==> src/rtl/pusch_chain_ctrl_if.sv <==
// rtl/pusch_chain_ctrl_if.sv - stage start/active/done bundle between the PUSCH sequencer and its stages
interface pusch_chain_ctrl_if;
    logic [5:0] stage_start;
    logic [5:0] stage_active;
    logic [5:0] stage_done;

    modport master (output stage_start, output stage_active, input stage_done);
    modport slave  (input stage_start, input stage_active, output stage_done);
endinterface

==> src/rtl/pusch_chain_ctrl.sv <==
// rtl/pusch_chain_ctrl.sv - PUSCH uplink chain stage sequencer; optional stage watchdog under PUSCH_CTRL_WATCHDOG_EN
module pusch_chain_ctrl #(
    parameter int WDT_W     = 12,
    parameter int WDT_LIMIT = 3000
) (
    input  logic                clk,
    input  logic                reset,
    input  logic                enable,
    input  logic                abort,
    input  logic [1:0]          base_graph_in,
    input  logic [1:0]          rv_number_in,
    input  logic [3:0]          process_number_in,
    input  logic [16:0]         available_coded_bits_in,
    input  logic [2:0]          modulation_order_in,
    pusch_chain_ctrl_if.master  stages,
    output logic [1:0]          base_graph,
    output logic [1:0]          rv_number,
    output logic [3:0]          process_number,
    output logic [16:0]         available_coded_bits,
    output logic [2:0]          modulation_order,
    output logic                busy,
    output logic                frame_done,
    output logic [7:0]          frame_cnt,
    output logic                error,
    output logic [2:0]          err_stage
);

    typedef enum logic [3:0] {IDLE, S0, S1, S2, S3, S4, S5, DONE, ERR} state_t;

    state_t     state;
    state_t     state_nxt;
    logic [2:0] cur_idx;
    logic [2:0] nxt_idx;
    logic       cur_is_stage;
    logic       nxt_is_stage;
    logic       accept;
    logic       entry;

    // The last watchdog value WDT_LIMIT-1 must be representable in WDT_W bits.
    if (WDT_LIMIT < 1 || WDT_LIMIT > (1 << WDT_W)) begin : g_wdt_limit_range
        $error("WDT_LIMIT does not fit in WDT_W bits");
    end

`ifdef PUSCH_CTRL_WATCHDOG_EN
    localparam logic [WDT_W-1:0] WDT_LAST = WDT_W'(WDT_LIMIT - 1);
    logic [WDT_W-1:0] wdt_cnt;
`endif

    // State register.
    always_ff @(posedge clk or negedge reset) begin
        if (!reset) begin
            state <= IDLE;
        end else begin
            state <= state_nxt;
        end
    end

    // Next state; stage_start doubles as the "entry cycle" marker so a done on entry is ignored.
    always_comb begin
        state_nxt    = state;
        accept       = 1'b0;
        cur_is_stage = (state >= S0) && (state <= S5);
        cur_idx      = 3'(state - S0);
        case (state)
            IDLE: begin
                if (enable && !abort) begin
                    accept    = 1'b1;
                    state_nxt = S0;
                end
            end
            S0, S1, S2, S3, S4, S5: begin
                if (stages.stage_done[cur_idx] && !stages.stage_start[cur_idx]) begin
                    state_nxt = (state == S5) ? DONE : state_t'(state + 4'd1);
                end
`ifdef PUSCH_CTRL_WATCHDOG_EN
                else if (wdt_cnt == WDT_LAST) begin
                    state_nxt = ERR;
                end
`endif
            end
            default: state_nxt = IDLE;
        endcase
        if (abort && state != IDLE) begin
            state_nxt = IDLE;
        end
        nxt_is_stage = (state_nxt >= S0) && (state_nxt <= S5);
        nxt_idx      = 3'(state_nxt - S0);
        entry        = nxt_is_stage && (state_nxt != state);
    end

    // Registered outputs derived from the next state, plus configuration capture on accept.
    always_ff @(posedge clk or negedge reset) begin
        if (!reset) begin
            stages.stage_start   <= '0;
            stages.stage_active  <= '0;
            busy                 <= 1'b0;
            frame_done           <= 1'b0;
            frame_cnt            <= '0;
            base_graph           <= '0;
            rv_number            <= '0;
            process_number       <= '0;
            available_coded_bits <= '0;
            modulation_order     <= '0;
        end else begin
            stages.stage_start  <= entry ? (6'b000001 << nxt_idx) : 6'b000000;
            stages.stage_active <= nxt_is_stage ? (6'b000001 << nxt_idx) : 6'b000000;
            busy                <= (state_nxt != IDLE);
            frame_done          <= (state_nxt == DONE);
            if (state_nxt == DONE) begin
                frame_cnt <= frame_cnt + 8'd1;
            end
            if (accept) begin
                base_graph           <= base_graph_in;
                rv_number            <= rv_number_in;
                process_number       <= process_number_in;
                available_coded_bits <= available_coded_bits_in;
                modulation_order     <= modulation_order_in;
            end
        end
    end

`ifdef PUSCH_CTRL_WATCHDOG_EN
    // Cycles spent in the current stage; restarts on every stage entry.
    always_ff @(posedge clk or negedge reset) begin
        if (!reset) begin
            wdt_cnt <= '0;
        end else if (entry || !cur_is_stage) begin
            wdt_cnt <= '0;
        end else begin
            wdt_cnt <= wdt_cnt + WDT_W'(1);
        end
    end

    // Sticky timeout flag and stage index, cleared only by the next accepted frame.
    always_ff @(posedge clk or negedge reset) begin
        if (!reset) begin
            error     <= 1'b0;
            err_stage <= '0;
        end else if (accept) begin
            error     <= 1'b0;
            err_stage <= '0;
        end else if (state_nxt == ERR) begin
            error     <= 1'b1;
            err_stage <= cur_idx;
        end
    end
`else
    assign error     = 1'b0;
    assign err_stage = 3'd0;
`endif

endmodule

==> src/flat_wrapper.sv <==
// flat-port wrapper written by rule: the top's interface ports become plain ports
module pusch_chain_ctrl_flat 
#(
    parameter int WDT_W     = 12,
    parameter int WDT_LIMIT = 3000
)
  (clk, reset, enable, abort, base_graph_in, rv_number_in, process_number_in, available_coded_bits_in, modulation_order_in, base_graph, rv_number, process_number, available_coded_bits, modulation_order, busy, frame_done, frame_cnt, error, err_stage, stages_stage_start, stages_stage_active, stages_stage_done);
  pusch_chain_ctrl_if stages_i ();
  input  logic clk;
  input  logic reset;
  input  logic enable;
  input  logic abort;
  input  logic [1:0] base_graph_in;
  input  logic [1:0] rv_number_in;
  input  logic [3:0] process_number_in;
  input  logic [16:0] available_coded_bits_in;
  input  logic [2:0] modulation_order_in;
  output logic [1:0] base_graph;
  output logic [1:0] rv_number;
  output logic [3:0] process_number;
  output logic [16:0] available_coded_bits;
  output logic [2:0] modulation_order;
  output logic busy;
  output logic frame_done;
  output logic [7:0] frame_cnt;
  output logic error;
  output logic [2:0] err_stage;
  output wire logic [$bits(stages_i.stage_start)-1:0] stages_stage_start;
  output wire logic [$bits(stages_i.stage_active)-1:0] stages_stage_active;
  input wire logic [$bits(stages_i.stage_done)-1:0] stages_stage_done;
  assign stages_stage_start = stages_i.stage_start;
  assign stages_stage_active = stages_i.stage_active;
  assign stages_i.stage_done = stages_stage_done;
  pusch_chain_ctrl #(.WDT_W(WDT_W), .WDT_LIMIT(WDT_LIMIT)) u_core (.clk(clk), .reset(reset), .enable(enable), .abort(abort), .base_graph_in(base_graph_in), .rv_number_in(rv_number_in), .process_number_in(process_number_in), .available_coded_bits_in(available_coded_bits_in), .modulation_order_in(modulation_order_in), .stages(stages_i), .base_graph(base_graph), .rv_number(rv_number), .process_number(process_number), .available_coded_bits(available_coded_bits), .modulation_order(modulation_order), .busy(busy), .frame_done(frame_done), .frame_cnt(frame_cnt), .error(error), .err_stage(err_stage));
endmodule
==> config.mk <==
export PLATFORM = sky130hd
export DESIGN_NAME = pusch_chain_ctrl_flat
export DESIGN_NICKNAME = d
export VERILOG_FILES = /design/src/rtl/pusch_chain_ctrl_if.sv /design/src/rtl/pusch_chain_ctrl.sv /design/src/flat_wrapper.sv
export SDC_FILE = /design/constraint.sdc
export NUM_CORES = 1
export LEC_CHECK = 0
export BUFFER_PORTS_ARGS = -buffer_cell sky130_fd_sc_hd__buf_2
export CAP_MARGIN = 10
export CORE_MARGIN = 4
export CORE_UTILIZATION = 46
export CTS_BUF_LIST = sky130_fd_sc_hd__clkbuf_2
export DETAILED_ROUTE_END_ITERATION = 7
export GPL_ROUTABILITY_DRIVEN = 0
export HOLD_SLACK_MARGIN = 0.1
export PLACE_DENSITY = 0.85
export SLEW_MARGIN = 25
export SYNTH_ARGS = -nofsm -noshare
export SYNTH_HDL_FRONTEND = slang
export SYNTH_SLANG_ARGS = --single-unit
==> constraint.sdc <==
create_clock -name clk -period 2.6 [get_ports clk]
set_input_delay 0.52 -clock clk [delete_from_list [all_inputs] [get_ports clk]]
set_output_delay 0.52 -clock clk [all_outputs]
set_load 0.1 [all_outputs]
==> impl_summary.md <==
Critical path
By instance count, the cell type seen most on the critical path is buf_4. The critical path capture point type is a flop. For the worst setup path, the data arrival time is 2.84 ns. The gate family responsible for the most delay along the worst path is simple AND/OR/NAND/NOR gates. The critical path in this run is classified as flop to flop. The signal on the critical path passes through buf_4 -> or3b_4 -> and3_4 -> nor2b_2 -> o22ai_2 -> a2111oi_4 -> buf_4 -> nand4_1 -> xnor2_1. The worst stage delay on the critical path is 0.50 ns. STA classifies the critical path startpoint as a flop. The critical path required time is 2.93 ns. In this run the worst path has a maximum fanout of 6. The critical path contains buffers and inverters numbering 2 combined.

The cell with the biggest individual delay on the critical path is dfrtp_2.

Synthesis
The average footprint of a synthesized cell is 11.72 um2. Of all flip-flops after synthesis, the portion carrying an async set or reset was 100.0%. Counting every instance in the synthesized netlist gives 214. The number of enable-type register cells in the synthesized netlist is 0. Sorting the synthesized cells by how often they occur yields dfrtp_1, mux2_2, nor2_1. The count of yosys warnings during synthesis is 0.

The predominant post-synthesis flop cell is dfrtp_1. dfrtp_1 is the most common cell in the netlist. The synthesized cell area is 2509 um2. For this run, the register share of the synthesized area comes to 53.87%.

In this run, synthesis produced a sequential element count of 54. Of the post-synthesis cell area, the dominant cell type holds 53.87%. The leading area contributor after synthesis is dfrtp_1. The number of different library cells used by synthesis comes to 42. After synthesis, the cell types taking the most area are dfrtp_1, mux2_2, ha_1, xnor2_1, nor2_1.

Detailed routing
Summing over every cut layer, the via total after detailed routing is 2025. The average wire length per cell after detail routing is 15.07 um. The number of DRC violations after detailed-routing iteration 0 is 113. Dividing the detail-routed via count by the number of cells gives 5.179. Summed over all layers, the routed wires come to 5893 um. The iteration count of the initial detailed-routing pass is 4. For this run, design rule violations remaining after detail routing come to 0. The number of nets still failing antenna checks after routing is 0.

Clock network
The number of sinks on the clock net is 54. The later pin in the worst-skew pair is clocked with a latency of 0.43 ns. CTS built an H-tree with a depth of 2.

In this run the clock root is driven by a clkbuf_2. TritonCTS built the clock tree. The maximum buffer depth of the clock tree is 2. After clock tree synthesis, the clock-pin slew on the worst setup and hold paths is 0.27 ns. Clock tree synthesis inserted a total of 5 buffers.

Timing
Across all hold checks on the routed design, the worst slack comes to 0.2920 ns. The final period demand of the worst path is 2.503 ns. The setup slack of the critical path after layout is 0.09717 ns. The timing-limited maximum frequency is 399.5 MHz. The number of failing hold endpoints at the final stage is 0. The count of pins over their slew limit is 0. The final clock period utilization by the worst path is 96.26%.

The setup clock skew after layout is 0.02262 ns. The number of endpoints failing setup at the final stage is 0. Setup repair after global routing could not meet its margin everywhere.

GRT
Summed over all layers, the global routing overflow is 0. The via count of the first global-routing pass is 1918. In this run the most used layer during global routing was met2. For this run, global-route usage on met2 was measured as 26.98%. The global routing met1 resource utilization is 23.78%. For this run, the total global-route usage over all layers was measured as 17.26%. In the global route stage, met3 resource usage came out at 2.851%. Entering global routing, the biggest net connects 29 pins. The first global-routing pass estimated 8928 um of wire. The number of antenna violations at the first check in global routing came to 0.

Cells and area
The total inserted antenna cells is 0. The layout filler cell count is 429. The multi-input logic area is 1159 um2. The share of post-route cells with drive strength above 1 is 52.65%. The utilization of the core after routing is 63.25%.

For this run, the post-layout net count is 364. Registers take 1360 um2. The area added between synthesis and finish is 31.22%.

Placement
The number of buffer cells added on primary ports is 87. The half-perimeter wire length of the detailed placement result is 4461 um. The pre-CTS setup slack is 0.05771 ns.

Flow run
Across the run, the number of max-cap violations was 0.

Floorplan
The number of ports placed on the die boundary is 92. The die covers 6699 um2. The core outline area is 5205 um2. The floorplan has 26 rows.

The x dimension of the die is 81.85 um. The starting utilization of the core area is 48.20%. Measured along the y axis, the die boundary spans 81.85 um.

Hold path
The worst hold-check path type is primary input to flop.

Run status
The flow ran to the end, and the final reports show no timing, DRC or antenna violations.
==> worst paths after layout <==
| check | startpoint | depth (start not counted) | to | slack, ns |
|---|---|---|---|---|
| min in group asynchronous | reset | 2 | u_core.process_number[3]$_DFFE_PN0P_ | 0.51 |
| max | u_core.state[0]$_DFF_PN0_ | 9 | u_core.frame_cnt[7]$_DFFE_PN0P_ | 0.1 |
| max reg2reg | u_core.state[0]$_DFF_PN0_ | 9 | u_core.frame_cnt[7]$_DFFE_PN0P_ | 0.1 |
| min reg2reg | u_core.frame_cnt[7]$_DFFE_PN0P_ | 1 | u_core.frame_cnt[7]$_DFFE_PN0P_ | 0.50 |
| min | available_coded_bits_in[0] | 2 | u_core.available_coded_bits[0]$_DFFE_PN0P_ | 0.29 |
| max in group asynchronous | reset | 3 | u_core.frame_cnt[0]$_DFFE_PN0P_ | 1.48 |
==> flip-flops by register name (all words and copies together) (netlist names) <==
name	cells
u_core.rv_number	2
u_core.modulation_order	3
u_core.available_coded_bits	17
u_core.frame_done	1
u_core.stages.stage_active	6
u_core.process_number	4
u_core.state	4
u_core.base_graph	2
u_core.busy	1
u_core.frame_cnt	8
u_core.stages.stage_start	6
==> cells in the final DEF (no fill, tap or decap), drive strengths merged, types with 5 or more instances in the layout <==
cell type and n:
a21oi 5, and3 5, buf 106, clkbuf 6, dfrtp 54, ha 6
inv 8, mux2 29, nand2 7, nand3 10, nor2 17, o21ai 7
xnor2 8
==> final cells by class <==
| class | instances | share of cell area (%) |
|---|---|---|
| tap | 70 | 2.661 |
| clock buffer | 6 | 0.9122 |
| inverter | 8 | 0.9122 |
| sequential | 54 | 41.31 |
| multi-input combinational | 144 | 35.20 |
| clock inverter | 2 | 1.140 |
| timing repair buffer | 107 | 17.86 |
==> routing by layer <==
metal / up-vias / share of wire [%] / routed length (um)
met5: - / 0 / 0
met4: 0 / 1.9 / 110
met3: 12 / 5.0 / 295
met2: 71 / 51 / 3018
met1: 982 / 42 / 2468
li1: 960 / - / -
==> stage by stage <==
stage | TNS (ns) | cell area [um2] | std cells
after floorplan | 0 | 2532 | 217
after global placement | 0 | 3107 | 378
after detailed placement | 0 | 3107 | 378
after CTS | 0 | 3184 | 387
after global routing | -0.05124 | 3292 | 391
final | 0 | 3292 | 391
==> cell families (layout without fill, tap and decap cells) <==
| logic type | count (synthesis) | in the layout | synth area share, % |
|---|---|---|---|
| and+or+nand+nor | 67 | 67 | 14.56 |
| DFF | 54 | 54 | 53.87 |
| xor gates and xnor gates | 9 | 9 | 3.142 |
| muxes | 30 | 30 | 13.57 |
| buffers and inverters | 19 | 123 | 3.541 |
| AOI/OAI and AO/OA | 28 | 28 | 8.180 |
| adders and majority gates | 6 | 6 | 2.992 |
| other | 1 | 4 | 0.1495 |
==> repair_timing <==
| action | CTS | global route |
|---|---|---|
| gates resized for setup | 0 | 18 |
| hold buffers | 1 | 0 |
| hold endpoints to repair | 15 | 0 |
| setup buffers | 0 | 4 |
| endpoints found under the setup margin | 0 | 15 |
Power is left out: the tool's default activity adds up to more than one toggle a clock period on the data nets, which glitch-free logic cannot reach.
